--- src/rtl/comma_word_aligner.sv ---
`default_nettype none
// ============================================================================
//  Module      : comma_word_aligner
//  Description : Receive-side word aligner for a 10-bit PMA RX path. Searches
//                a 20-bit sliding window for the K28.5 comma (either running
//                disparity), locks onto a symbol boundary after LOCK_COUNT
//                consecutive same-offset commas, and emits aligned symbols
//                with a comma flag. LOSS_COUNT consecutive wrong-offset commas
//                while locked force a return to hunting.
//  Ports       : CLK            - word clock (recovered bit clock / 10)
//                Rst_n          - asynchronous active-low reset
//                Data_in        - unaligned symbol, bit0 = earliest bit
//                Data_valid     - Data_in valid this cycle
//                Data_out       - aligned symbol, same bit ordering
//                Data_out_valid - Data_out valid and aligner locked
//                K285           - Data_out is a K28.5 (either disparity)
//                Aligned        - lock status
//                Align_offset   - current boundary offset, 0..9
//  Revision    : 1.0 - initial release
// ============================================================================
module comma_word_aligner #(
  parameter int                    DATA_WIDTH = 10,
  parameter logic [DATA_WIDTH-1:0] COMMA_NEG  = 10'b0101111100,
  parameter logic [DATA_WIDTH-1:0] COMMA_POS  = 10'b1010000011,
  parameter int                    LOCK_COUNT = 3,
  parameter int                    LOSS_COUNT = 4
) (
  input  logic                  CLK,
  input  logic                  Rst_n,
  input  logic [DATA_WIDTH-1:0] Data_in,
  input  logic                  Data_valid,
  output logic [DATA_WIDTH-1:0] Data_out,
  output logic                  Data_out_valid,
  output logic                  K285,
  output logic                  Aligned,
  output logic [3:0]            Align_offset
);

  localparam logic [3:0] C_LOCK = 4'(LOCK_COUNT);
  localparam logic [3:0] C_LOSS = 4'(LOSS_COUNT);

  typedef enum logic [1:0] {
    ST_HUNT   = 2'd0,
    ST_VERIFY = 2'd1,
    ST_LOCKED = 2'd2
  } state_t;

  state_t                  state_q, state_d;
  logic [DATA_WIDTH-1:0]   prev_word_q, prev_word_d;
  logic [3:0]              offset_q, offset_d;
  logic [3:0]              lock_cnt_q, lock_cnt_d;
  logic [3:0]              loss_cnt_q, loss_cnt_d;
  logic [DATA_WIDTH-1:0]   data_out_q, data_out_d;
  logic                    data_out_valid_q, data_out_valid_d;
  logic                    k285_q, k285_d;
  logic                    aligned_q, aligned_d;

  logic [2*DATA_WIDTH-1:0] w_win;
  logic [2*DATA_WIDTH-1:0] w_shift;
  logic [DATA_WIDTH-1:0]   w_match;
  logic [15:0]             w_match_pad;
  logic                    w_hit;
  logic [3:0]              w_hit_off;
  logic [3:0]              w_lock_inc;
  logic [3:0]              w_loss_inc;

  // Newest word in the upper half; offsets 0..9 start inside prev_word, so a
  // comma fully inside Data_in is only seen next word, at offset 0.
  assign w_win = {Data_in, prev_word_q};

  for (genvar o = 0; o < DATA_WIDTH; o++) begin : g_match
    assign w_match[o] = (w_win[o +: DATA_WIDTH] == COMMA_NEG) ||
                        (w_win[o +: DATA_WIDTH] == COMMA_POS);
  end

  assign w_hit       = |w_match;
  assign w_match_pad = 16'(w_match);
  assign w_shift     = w_win >> offset_q;

  // Lowest matching offset wins: scan downward so the last write is lowest.
  always_comb begin
    w_hit_off = 4'd0;
    for (int o = DATA_WIDTH - 1; o >= 0; o--) begin
      if (w_match[o]) w_hit_off = 4'(o);
    end
  end

  // Saturating increments.
  assign w_lock_inc = (lock_cnt_q == 4'hF) ? 4'hF : lock_cnt_q + 4'd1;
  assign w_loss_inc = (loss_cnt_q == 4'hF) ? 4'hF : loss_cnt_q + 4'd1;

  always_comb begin
    state_d          = state_q;
    prev_word_d      = prev_word_q;
    offset_d         = offset_q;
    lock_cnt_d       = lock_cnt_q;
    loss_cnt_d       = loss_cnt_q;
    data_out_d       = data_out_q;
    k285_d           = k285_q;
    data_out_valid_d = 1'b0;

    if (Data_valid) begin
      prev_word_d = Data_in;
      // Output uses the offset in force before this word's FSM update.
      data_out_d  = w_shift[DATA_WIDTH-1:0];
      k285_d      = w_match_pad[offset_q];

      case (state_q)
        ST_HUNT: begin
          if (w_hit) begin
            offset_d   = w_hit_off;
            lock_cnt_d = 4'd1;
            if (C_LOCK <= 4'd1) begin
              state_d    = ST_LOCKED;
              loss_cnt_d = 4'd0;
            end else begin
              state_d = ST_VERIFY;
            end
          end
        end
        ST_VERIFY: begin
          if (w_hit) begin
            if (w_hit_off == offset_q) begin
              lock_cnt_d = w_lock_inc;
              if (w_lock_inc >= C_LOCK) begin
                state_d    = ST_LOCKED;
                loss_cnt_d = 4'd0;
              end
            end else begin
              // Candidate boundary moved: restart confirmation there.
              offset_d   = w_hit_off;
              lock_cnt_d = 4'd1;
            end
          end
        end
        ST_LOCKED: begin
          if (w_hit) begin
            if (w_hit_off == offset_q) begin
              loss_cnt_d = 4'd0;
            end else begin
              loss_cnt_d = w_loss_inc;
              // Offset is kept until the next hunt hit replaces it.
              if (w_loss_inc >= C_LOSS) begin
                state_d    = ST_HUNT;
                lock_cnt_d = 4'd0;
              end
            end
          end
        end
        default: state_d = ST_HUNT;
      endcase

      data_out_valid_d = (state_d == ST_LOCKED);
    end

    aligned_d = (state_d == ST_LOCKED);
  end

  always_ff @(posedge CLK or negedge Rst_n) begin
    if (!Rst_n) begin
      state_q          <= ST_HUNT;
      prev_word_q      <= '0;
      offset_q         <= 4'd0;
      lock_cnt_q       <= 4'd0;
      loss_cnt_q       <= 4'd0;
      data_out_q       <= '0;
      data_out_valid_q <= 1'b0;
      k285_q           <= 1'b0;
      aligned_q        <= 1'b0;
    end else begin
      state_q          <= state_d;
      prev_word_q      <= prev_word_d;
      offset_q         <= offset_d;
      lock_cnt_q       <= lock_cnt_d;
      loss_cnt_q       <= loss_cnt_d;
      data_out_q       <= data_out_d;
      data_out_valid_q <= data_out_valid_d;
      k285_q           <= k285_d;
      aligned_q        <= aligned_d;
    end
  end

  assign Data_out       = data_out_q;
  assign Data_out_valid = data_out_valid_q;
  assign K285           = k285_q;
  assign Aligned        = aligned_q;
  assign Align_offset   = offset_q;

endmodule
`default_nettype wire

--- config.mk ---
export PLATFORM = sky130hd
export DESIGN_NAME = comma_word_aligner
export DESIGN_NICKNAME = d
export VERILOG_FILES = /design/src/rtl/comma_word_aligner.sv
export SDC_FILE = /design/constraint.sdc
export NUM_CORES = 1
export LEC_CHECK = 0
export ABC_AREA = 1
export CORE_MARGIN = 3
export CORE_UTILIZATION = 53
export DETAILED_ROUTE_END_ITERATION = 8
export GPL_TIMING_DRIVEN = 1
export PLACE_DENSITY = 0.77
export SLEW_MARGIN = 10
export SYNTH_ARGS = -nofsm -noshare
export SYNTH_HDL_FRONTEND = slang
export SYNTH_SLANG_ARGS = --single-unit
--- constraint.sdc ---
create_clock -name CLK -period 2 [get_ports CLK]
set_input_delay 0.2 -clock CLK [delete_from_list [all_inputs] [get_ports CLK]]
set_output_delay 0.2 -clock CLK [all_outputs]
set_load 0.005 [all_outputs]
======== Word level (Yosys, flattened, before mapping) ========
Cells that the tools add are included.
operators by class
  eq/ne operators ......................... 35
  div/mod/pow operators ................... 0
  multipliers ............................. 0
  add/sub/neg operators ................... 2
  order comparisons ....................... 3
  shifts and indexed selects .............. 1
  bitwise gates (word level) .............. 0
  reductions and logical operators ........ 18
  multiplexer cells ....................... 42
operators by type and width
  kind                    number
  $mux W4                 26
  $eq A10 B10 Y1 const B  10
  $eq A10 B9 Y1 const B   10
  $shr A20 B4 Y10         1
  $mux W2                 9
  $ne A2 B2 Y1 const B    8
  $pmux W4 S2             2
  $pmux W4 S3             1
  $logic_or A1 B1 Y1      10
  $reduce_or A10 Y1       1
  $add A4 B1 Y4 const B   2
  $eq A4 B4 Y1 const B    2
  $reduce_and A7 Y1       1
  $eq A2 B2 Y1 const B    3
  $pmux W2 S3             1
  $reduce_and A6 Y1       1
  $lt A4 B5 Y1 const B    1
  $reduce_and A5 Y1       1
  $bmux W1 S4             1
  $eq A4 B4 Y1            1
  $ge A4 B2 Y1 const B    1
  $ge A4 B3 Y1 const B    1
  $reduce_bool A2 Y1      2
  $reduce_bool A3 Y1      1
  other kinds (3)         4
storage, ports and cells
  memories ................................ 0
  word-level logic and storage cells ...... 110
  memory bits (read-only) ................. 0
  output and inout bits ................... 17
  input bits .............................. 13
  register bits after elaboration ......... 37
  RAM bits ................................ 0
  latch bits .............................. 0

======== Logic depth before layout (Yosys ltp) ========
  word-level depth ........................ 19
  mapped depth ............................ 20
  mapped depth without buffers ............ 19

======== Worst setup path before layout ========
OpenSTA, ideal clock, no wires.
  path kind ............................... register to register
  from .................................... register prev_word_q[9]
  to ...................................... register offset_q[2] (netlist: Align_offset[2])
  slack ................................... 0.079 ns
  path buffers ............................ 0
  arrival ................................. 1.789 ns
  setup time .............................. 0.131 ns
  stages on the path, launching flop included .. 19
  clock period less this slack ............ 1.921 ns
  required time ........................... 1.869 ns
  cell sequence ........................... dfrtp_1 > inv_2 > nand2_2 > nor2_2 > nand3b_1 > nand2_2 > nor2_4 > nand2_2 > nand2_1 > nand2_1 > nand3_2 > nor2_4 > nand2_4 > nor2_2 > inv_2 > nand2_2 > inv_2 > nand2_1 > o21ai_1
between the ends
  cells in the longest elaborated chain, start to end .. 15
  elaborated cells between the ends (all ways) .. 50
  those cells by class .................... eq/ne: 24; mux: 14; reduce/logical: 12
RTL lines
  what                                             line    source
  from (decl)                                      49      logic [DATA_WIDTH-1:0] prev_word_q, prev_word_d;
  from (signal assigned)                           172     prev_word_q <= prev_word_d;
  $eq A10 B9 Y1 or $eq A10 B10 Y1 (tied branches)  72, 73
  $logic_or A1 B1 Y1                               72      assign w_match[o] = (w_win[o +: DATA_WIDTH] == COMMA_NEG) ||
  $mux W4 (10 in a row)                            84      if (w_match[o]) w_hit_off = 4'(o);
  $eq A4 B4 Y1                                     123     if (w_hit_off == offset_q) begin
  $ne A2 B2 Y1 (no source line)                    -
  $reduce_and A5 Y1 (no source line)               -
  to (signal assigned)                             173     offset_q <= offset_d;
  to (decl)                                        50      logic [3:0] offset_q, offset_d;
Parallel ways exist; a longest one is shown, timed or not. The select of a mux whose other input is x is not followed.
A chain may end at the register's enable or synchronous reset.

======== Worst setup path in the final report ========
  from .................................... register prev_word_q[6]
  to ...................................... register offset_q[2] (netlist: Align_offset[2])
between the ends
  cells in the longest elaborated chain, start to end .. 12
  elaborated cells between the ends (all ways) .. 38
  those cells by class .................... eq/ne: 18; mux: 11; reduce/logical: 9
RTL lines
  what                                                               line
  $eq A10 B9 Y1 or $eq A10 B10 Y1 (tied branches)                    72, 73
  $logic_or A1 B1 Y1                                                 72
  $mux W4 (7 in a row)                                               84
  $eq A4 B4 Y1 or $mux W4 (tied branches)                            123
  $ne A2 B2 Y1 (no source line) or $mux W4 (tied branches)           -
  $reduce_and A5 Y1 (no source line) or $pmux W4 S2 (tied branches)  -
Parallel ways exist; a longest one is shown, timed or not. The select of a mux whose other input is x is not followed.

==> impl_metrics.yaml <==
floorplan:
  initial_utilization_pct: 55.2
  core_sq_mm: 0.00596
  die_w_um: 84.8
  ios: 30
  die_area_sq_mm: 0.00718
  placementRows: 28
  fp.dieH_um: 84.8
cells_and_area:
  drive_gt1_share_pct: 31.0
  final_util_pct: 75.3
  diodes: 0
  finalNonFillerCells: 685
  syn_to_final_growth_pct: 36.4
  nets: 629
  fillCellCount: 470
global_route:
  grt_start_max_net_pins: 49
  grt_use_total_pct: 30.1
  grt_overflow: 0
  grt_pass1_vias: 3745
  antenna_found_initial: 0
  grt_pass1_wl_um: 17600
cts:
  insertion_delay_ns: 0.30
  cts.sinks: 37
  clockBufferDepth: 2
  hold_buffers: 0
  clkTransAtPathRegs_ns: 0.07
  cts_buffers: 5
  tritoncts: "built"
  htree_levels: 2
  cts-root-buf: "clkbuf_8"
placed_design:
  numPortBuffers: 29
  dp_cells: 663
  dp.final_hpwl_um: 7530
  gp_congestion: 0.958
worst_hold_path:
  hold_path_class: "in -> async"
synthesis:
  synth_nets: 537
  async_reset_ff_share_pct: 100
  syn_area_per_cell_sq_um: 6.35
  syn_area_sq_mm: 0.00329
  synth_warnings: 0
  synth.distinct_cells: 39
  syn_inst: 518
  synth_edf_count: 0
  ys_ff_latch: 37
  synth-seq-area-share_pct: 28.2
  synthFlopType: "dfrtp_1"
critical_path:
  slowest_delay_ns: 0.47
  crit_path_frequent_cell: "nand2_2"
  cp-end-kind: "flip-flop"
  crit_fanout: 6
  critPathSlowestCell: "dfrtp_2"
  crit_buf_inv: 4
  cp.required_ns: 2.17
  crit_chain: "buf_4, nor2_1, nand2_1, nor3_2, nor2_2, buf_4, nand2_2, nand2_2, nand2_2, nand2_4, nor2_4, inv_2, nand2_4, inv_4, nand2_1, o21ai_1"
  start_kind: "flip-flop"
  critPathTopFamily: "simple AND/OR/NAND/NOR gates"
  reg2reg_slack_ns: -0.29
  critical_path.startpoint: "prev_word_q[6]"
  worstSetupPathType: "reg -> reg"
  r2r-start: "prev_word_q[6]"
  arrival_ns: 2.46
detailed_routing:
  detail_route.wl_per_cell_um: 16.1
  drc: 0
  vias_per_cell: 5.75
  via_count: 3941
  drt_iter0_drc: 383
  ant_nets: 0
  dr.pass1.iters: 7
  wl_um: 11000
sta:
  rsz0062_at_grt: "yes"
  relSlewSlack_pct: 42.3
  setup_violations: 16
  finalHoldViolations: 0
  worst_slew_pin_slew_ns: 0.865
  min_period_ns: 2.29
  slew_violations: 0
  setup_slack_ns: -0.286
  fmax_mhz: 437
  fin_crit_sh_pct: 114
  finClkSkew_ns: 0.00552
  hold_slack_ns: 0.0104
power:
  total_power_mw: 3.19
  p_leak_nw: 2.13
  powerDensity_mw_per_mm2: 712
  peakVddDrop_v: 0.000571
run_status:
  violations: "setup timing"
  run_status: "finished, violations left"
job:
  drv_cap: 0
==> cells in the final DEF, fill, tap and decap left out, drive strengths merged <==
cell type,count
nand2,148
buf,79
nor2,72
inv,61
o21ai,59
dfrtp,37
nand3,36
clkdlybuf4s50,21
a21oi,18
nand4,10
mux2i,9
a31oi,8
o211ai,7
clkbuf,7
nor3,7
ha,6
dlygate4sd2,6
nand3b,4
clkinv,2
a211oi,2
or2,2
o221a,2
xor2,2
xnor2,1
o22ai,1
o2111ai,1
a221oi,1
dlymetal6s2s,1
==> metal layers <==
layer	GRT usage, %	wire length (um)
met1	39.1	4580
met2	51.5	5400
met3	3.73	745
met4	10.4	303
met5	0	0
==> timing repair <==
action / CTS / global route
setup buffers: 7 / 8
pin swaps: 14 / 20
endpoints found under the setup margin: 16 / 16
resized for setup: 44 / 35
endpoints found under the hold margin: 0 / 0
==> state kept, by name, indices dropped and copies added, names as in the netlist <==
name	flops
prev_word_q	10
Aligned	1
lock_cnt_q	4
loss_cnt_q	4
Data_out_valid	1
Data_out	10
Align_offset	4
state_q	2
K285	1
==> stage by stage <==
stage / instance area (sq um) / TNS (ns) / worst slack, ns
5_1_grt: 4480 / -5.19 / -0.420
6_report: 4480 / -2.79 / -0.286
2_1_floorplan: 3290 / 0 / 0.0795
4_1_cts: 4310 / -1.33 / -0.137
3_3_place_gp: 4040 / -7.35 / -0.499
3_5_place_dp: 4040 / -8.33 / -0.551
==> synthesized netlist by cell type, types with 2 or more instances <==
| cell | number | share of area (%) |
|---|---|---|
| nand2_1 | 134 | 15 |
| nor2_1 | 62 | 7.1 |
| o21ai_0 | 46 | 7.0 |
| inv_1 | 43 | 4.9 |
| dfrtp_1 | 37 | 28 |
| nand3_1 | 33 | 5.0 |
| a21oi_1 | 18 | 2.7 |
| inv_2 | 17 | 1.9 |
| clkbuf_1 | 16 | 1.8 |
| nand2_2 | 13 | 2.5 |
| o21ai_1 | 11 | 1.7 |
| nand4_1 | 10 | 1.9 |
| mux2i_1 | 9 | 2.7 |
| a31oi_1 | 8 | 1.5 |
| nor2_2 | 8 | 1.5 |
| o211ai_1 | 7 | 1.6 |
| ha_1 | 6 | 2.3 |
| nand3b_1 | 4 | 0.91 |
| nor3_1 | 4 | 0.61 |
| buf_4 | 3 | 0.69 |
| nand3_2 | 3 | 0.91 |
| a211oi_1 | 2 | 0.46 |
| buf_6 | 2 | 0.69 |
| clkinv_1 | 2 | 0.23 |
| nor2_4 | 2 | 0.69 |
| nor3_2 | 2 | 0.61 |
| o21ai_2 | 2 | 0.53 |
| o221a_2 | 2 | 0.69 |
| or2_2 | 2 | 0.38 |
==> final timing paths <==
check                                   to  cells after the start
min in group CLK            prev_word_q[6]                      4
max in group asynchronous   prev_word_q[8]                      1
max                        Align_offset[2]                     16
min                         prev_word_q[1]                      1
max reg2reg                Align_offset[2]                     16
min reg2reg                    Data_out[0]                      2
==> worst register-to-register path, stage by stage (launching register included) <==
cell and delay, ns:
dfrtp_2 0.47, buf_4 0.16, nor2_1 0.11, nand2_1 0.08, nor3_2 0.20, nor2_2 0.09
buf_4 0.16, nand2_2 0.07, nand2_2 0.06, nand2_2 0.11, nand2_4 0.10, nor2_4 0.14
inv_2 0.08, nand2_4 0.10, inv_4 0.05, nand2_1 0.08, o21ai_1 0.09
==> cell type report <==
type | count | area (sq um) | share of cell area (%)
multi-input combinational | 396 | 2220 | 49.6
inverter | 63 | 249 | 5.56
timing repair buffer | 107 | 895 | 20.0
clock buffer | 7 | 86.3 | 1.93
sequential | 37 | 933 | 20.8
tap | 75 | 93.8 | 2.09
==> cells by family (layout without fill, tap and decap cells) <==
| group | after synthesis | after routing | share of synthesized area, % |
|---|---|---|---|
| multiplexers | 9 | 9 | 2.74 |
| adder cells (fa/ha/maj) | 6 | 6 | 2.28 |
| buffers and inverters | 85 | 177 | 10.6 |
| flip-flops | 37 | 37 | 28.2 |
| XOR/XNOR | 3 | 3 | 1.03 |
| AND/OR/NAND/NOR | 279 | 279 | 38.3 |
| AO/OA/AOI/OAI | 99 | 99 | 16.9 |
==> power by group <==
group | internal, mW | switching [mW] | leakage, nW
logic | 0.695 | 0.923 | 1.63
clock network | 0.274 | 0.274 | 0.0443
registers | 0.892 | 0.132 | 0.457
Power figures use the tool's default switching activity.
